File: config.mk
export PLATFORM = sky130hd
export DESIGN_NAME = stage_memory
export DESIGN_NICKNAME = d
export VERILOG_FILES = /design/src/rtl/stage_memory.sv
export SDC_FILE = /design/constraint.sdc
export NUM_CORES = 1
export LEC_CHECK = 0
export CORE_ASPECT_RATIO = 1.5
export CORE_MARGIN = 2
export CORE_UTILIZATION = 45
export CTS_CLUSTER_DIAMETER = 30
export CTS_CLUSTER_SIZE = 24
export DETAILED_ROUTE_END_ITERATION = 6
export PLACE_DENSITY = 0.83
export SYNTH_ARGS = -nofsm -noshare
export SYNTH_HDL_FRONTEND = slang
export SYNTH_SLANG_ARGS = --single-unit
File: constraint.sdc
create_clock -name clk -period 2.94 [get_ports clk]
set_input_delay 0.441 -clock clk [delete_from_list [all_inputs] [get_ports clk]]
set_output_delay 0.441 -clock clk [all_outputs]
set_load 0.05 [all_outputs]
File: src/rtl/stage_memory.sv
`default_nettype none
// ============================================================================
// Module   : stage_memory
// Purpose  : RISC-V memory stage: req/ack loads/stores, branch redirect, WB reg
// Revision : 1.0
// ============================================================================
module stage_memory (
  input  logic        clk,
  input  logic        reset_n,
  input  logic        mem_valid,
  input  logic [31:0] mem_pc,
  input  logic [31:0] mem_data0,
  input  logic [31:0] mem_data1,
  input  logic        mem_read,
  input  logic        mem_write,
  input  logic        mem_extend,
  input  logic [1:0]  mem_width,
  input  logic        mem_jmp,
  input  logic        mem_br,
  input  logic        mem_br_inv,
  input  logic [4:0]  wb_reg,
  output logic        mem_stall,
  output logic        br_taken,
  output logic [31:0] br_target,
  output logic        dmem_req,
  output logic        dmem_we,
  output logic [31:0] dmem_addr,
  output logic [3:0]  dmem_be,
  output logic [31:0] dmem_wdata,
  input  logic        dmem_ack,
  input  logic [31:0] dmem_rdata,
  output logic        wb_valid,
  output logic [31:0] wb_pc,
  output logic [4:0]  wb_reg_r,
  output logic [31:0] wb_data,
  output logic        mem_misaligned
);

  typedef enum logic [1:0] {
    IDLE = 2'd0,
    BUSY = 2'd1,
    DONE = 2'd2
  } state_t;

  state_t      r_state;
  logic [31:0] r_rdata;

  logic        w_access;
  logic        w_misal;
  logic        w_misal_access;
  logic        w_complete;
  logic [1:0]  w_off;
  logic [3:0]  w_be;
  logic [31:0] w_wdata;
  logic [31:0] w_shifted;
  logic [31:0] w_load_data;

  assign w_off          = mem_data0[1:0];
  assign w_access       = mem_valid & (mem_read | mem_write);
  assign w_misal_access = w_access & w_misal;

  always_comb begin
    w_misal     = 1'b0;
    w_be        = 4'b1111;
    w_wdata     = mem_data1;
    w_load_data = w_shifted;
    case (mem_width)
      2'd0: begin
        w_be        = 4'b0001 << w_off;
        w_wdata     = {4{mem_data1[7:0]}};
        w_load_data = mem_extend ? {{24{w_shifted[7]}}, w_shifted[7:0]}
                                 : {24'd0, w_shifted[7:0]};
      end
      2'd1: begin
        w_misal     = mem_data0[0];
        w_be        = 4'b0011 << w_off;
        w_wdata     = {2{mem_data1[15:0]}};
        w_load_data = mem_extend ? {{16{w_shifted[15]}}, w_shifted[15:0]}
                                 : {16'd0, w_shifted[15:0]};
      end
      default: begin
        w_misal = |mem_data0[1:0];
      end
    endcase
  end

  // Execute holds the instruction through DONE, so the lane offset is still valid here.
  assign w_shifted  = r_rdata >> {w_off, 3'b000};

  assign mem_stall  = w_access & ~w_misal & (r_state != DONE);
  assign w_complete = mem_valid & ~mem_stall;
  assign br_taken   = w_complete & (mem_jmp | (mem_br & (mem_data0[0] ^ mem_br_inv)));
  assign br_target  = {mem_data1[31:1], 1'b0};

  always_ff @(posedge clk) begin
    if (!reset_n) begin
      r_state        <= IDLE;
      r_rdata        <= 32'd0;
      dmem_req       <= 1'b0;
      dmem_we        <= 1'b0;
      dmem_addr      <= 32'd0;
      dmem_be        <= 4'd0;
      dmem_wdata     <= 32'd0;
      wb_valid       <= 1'b0;
      wb_pc          <= 32'd0;
      wb_reg_r       <= 5'd0;
      wb_data        <= 32'd0;
      mem_misaligned <= 1'b0;
    end else begin
      mem_misaligned <= w_misal_access;
      wb_valid       <= w_complete & ~w_misal_access;
      if (w_complete) begin
        wb_pc    <= mem_pc;
        wb_reg_r <= wb_reg;
        wb_data  <= (w_access & mem_read) ? w_load_data : mem_data0;
      end
      case (r_state)
        IDLE: begin
          if (w_access & ~w_misal) begin
            dmem_req   <= 1'b1;
            dmem_we    <= mem_write;
            dmem_addr  <= {mem_data0[31:2], 2'b00};
            dmem_be    <= w_be;
            dmem_wdata <= w_wdata;
            r_state    <= BUSY;
          end
        end
        BUSY: begin
          if (dmem_ack) begin
            dmem_req <= 1'b0;
            r_rdata  <= dmem_rdata;
            r_state  <= DONE;
          end
        end
        DONE:    r_state <= IDLE;
        default: r_state <= IDLE;
      endcase
    end
  end

endmodule
`default_nettype wire

==> flow_metrics.py, run 1 <==
metrics = {
    "cts": {
        "clk_pin_slew_ns": 0.06,
        "cts-resized-gates": 0,
        "insertion_delay_ns": 0.43,
        "cts.sinks": 173,
        "htreeDepth": 4,
        "cts_setup_buffers": 0,
        "cts_hold_buffers": 0,
        "tritoncts": "done",
        "cts_buffer_depth": 2,
        "root_buffer": "clkbuf_16",
        "numCtsBuffers": 17,
    },
    "route": {
        "drcViolationCount": 0,
        "wire_per_inst_um": 17.50,
        "detail_route.first_pass.iterations": 5,
        "drtAntennaViolNets": 0,
        "drt_wl_total_um": 24740,
        "vias_per_cell": 5.252,
        "drt-initial-drc-count": 517,
        "vias": 7426,
    },
    "hold_path": {
        "hold_path_class": "primary input to register",
        "holdCritStartpoint": "reset_n",
        "hold_path_end": "wb_data[1]",
        "min_path_cells": 2,
    },
    "critical_path": {
        "r2r-start": "r_state[1]",
        "slowest_stage": "o41ai_4",
        "worst_ep_arrival_time_ns": 2.28,
        "cp.buffers_inverters": 2,
        "cp_max_fo": 9,
        "rrSetupSlack_ns": 0.86,
        "reg2reg_to": "wb_data[22]",
        "path_cells": "clkdlybuf4s50_1 > and2_1 > o41ai_4 > nor2_1 > buf_4",
        "worstSetupStartpointType": "primary input",
        "crit_path_end_kind": "output port",
        "reg2reg_depth": 5,
        "cp.required_ns": 2.50,
        "crit_family": "buffers and inverters",
        "critPathMaxStageDelay_ns": 0.61,
        "critPathKind": "primary input to output port",
    },
    "synth": {
        "async_flop_share": 0,
        "syn_inst": 940,
        "syn-cell-area_sq_um": 7940,
        "ys_ff_latch": 173,
        "netlist-cell-type-count": 53,
        "yosysSeqAreaShare": 0.4362,
        "avgSynthCellArea_sq_um": 8.447,
        "synthFlopType": "dfxtp_1",
        "yosys_warnings": 0,
        "synthTopCellsByArea": "dfxtp_1 (44%), nand2_1 (12%), a21boi_1 (8.1%)",
        "synth_top_cell_area_share": 0.4362,
        "yosys.area.top_type": "dfxtp_1",
        "synth_edf_count": 0,
    },
    "floorplanning": {
        "rows": 59,
        "initial_core_util": 0.4577,
        "dieArea_sq_um": 18740,
        "ios": 320,
        "coreArea_sq_um": 17350,
        "fp.dieH_um": 166.7,
        "chipWidth_um": 112.5,
    },
    "timing": {
        "skew_ns": 0.01511,
        "period_needed_ns": 2.724,
        "setup-tns-final_ns": 0,
        "finalHoldViolCount": 0,
        "relSlewSlack": 0.4302,
        "rsz0062_at_grt": "false",
        "worstMarginPinSlew_ns": 0.8516,
        "drv_slew": 0,
        "setup_violations": 0,
        "fin_crit_sh": 0.9266,
        "max_freq_mhz": 367.1,
    },
    "grt": {
        "grt_max_degree": 89,
        "grt_pass1_wl_um": 38250,
        "grt_pass1_vias": 7121,
        "overflow": 0,
        "grt_use_total": 0.2556,
        "grt_antenna_before_repair": 0,
    },
    "finish": {
        "most-common-layout-cells": "clkdlybuf4s50_1 (312), nand2_1 (254), dfxtp_1 (173)",
        "design_area_sq_um": 11600,
        "fillers": 1427,
        "area_growth_pct": 46.06,
        "mostFrequentLayoutCell": "clkdlybuf4s50_1",
        "n_antenna_cell": 0,
        "layout.core_utilization": 0.6685,
        "layout-drive-gt1-share": 0.06162,
        "fin_nets": 1333,
    },
    "flow_run": {
        "max-cap-violations": 0,
    },
    "power_and_ir_drop": {
        "p_leak_nw": 4.492,
        "ir_drop_uv": 404.2,
        "p_per_area_nw_per_um2": 544.8,
    },
    "outcome": {
        "status": "complete, no violations",
    },
    "placement": {
        "place_area_sq_um": 11020,
        "hpwl_um": 18640,
        "place_congestion": 0.8676,
        "port_buffers": 316,
    },
}
Yosys cell counts, drive strengths merged, types with 17 or more instances:
cell type	n
nand2	254
dfxtp	173
a21boi	118
buf	61
clkbuf	54
mux2i	49
nor2	34
nand3	25
o21ai	23
o211a	19
o211ai	19
a21oi	17
cell families after synthesis:
group / synth area share
buffers and inverters: 0.07674
flip-flops: 0.4362
multiplexers: 0.06461
AO/OA/AOI/OAI: 0.2280
other: 0.0004723
XOR/XNOR: 0.001103
AND/OR/NAND/NOR: 0.1929
worst max path at each step:
stage / startpoint / to / cells past startpoint
after floorplan: mem_width[0] / br_taken / 7
after global placement: mem_width[0] / br_taken / 5
after detailed placement: mem_width[0] / wb_data[26] / 6
after CTS: mem_width[0] / br_taken / 5
after global routing: mem_width[0] / br_taken / 5
final: mem_width[0] / br_taken / 5
registers in the layout, indices dropped and copies added (netlist names):
register / flops
dmem_addr: 30
dmem_be: 4
dmem_req: 1
dmem_wdata: 32
dmem_we: 1
mem_misaligned: 1
r_rdata: 32
r_state: 2
wb_data: 32
wb_pc: 32
wb_reg_r: 5
wb_valid: 1
metal layers:
layer  share of wire  up-vias  GRT usage  wire length (um)
li1                -     3683          -                 -
met1            0.43     3463     0.3213             10550
met2            0.51      256     0.4432             12510
met3           0.048       24    0.04330              1178
met4           0.020        0    0.08378               505
met5               0        -          0                 0
through the flow:
step | hold slack [ns] | cells | setup WS [ns] | total power [mW]
2_1_floorplan | 0.4428 | 942 | 0.3391 | 3.554
3_3_place_gp | 0.4392 | 1382 | 0.2775 | 4.141
3_5_place_dp | 0.4445 | 1382 | 0.2082 | 4.162
4_1_cts | 0.3126 | 1414 | 0.2132 | 6.371
5_1_grt | 0.3201 | 1414 | 0.1621 | 6.547
6_report | 0.3355 | 1414 | 0.2159 | 6.318
power by group:
part           leakage (nW)  internal [mW]  total, mW  switching (mW)
logic                  2.80          0.597       1.56           0.960
clock network         0.283           1.20       2.21            1.01
registers              1.41           2.48       2.55          0.0723
total                  4.49           4.28       6.32            2.04
final cells by class:
class	count	area [sq um]	share of cell area
Multi-Input combinational cell	650	3901	0.3364
Sequential cell	173	3463	0.2986
Timing Repair Buffer	342	3371	0.2906
Inverter	4	15.01	0.001295
Clock buffer	18	429.2	0.03701
Clock inverter	14	151.4	0.01305
Tap cell	213	266.5	0.02298
(Power assumes the default switching activity.)
==> run 2: changes to the inputs <==
--- a/config.mk
+++ b/config.mk
@@ -5,6 +5,7 @@
 export SDC_FILE = /design/constraint.sdc
 export NUM_CORES = 1
 export LEC_CHECK = 0
+export CAP_MARGIN = 20
 export CORE_ASPECT_RATIO = 1.5
 export CORE_MARGIN = 2
 export CORE_UTILIZATION = 45
==> results of run 2 <==
No change in the layout: final DEF, timing and power equal those of run 1.
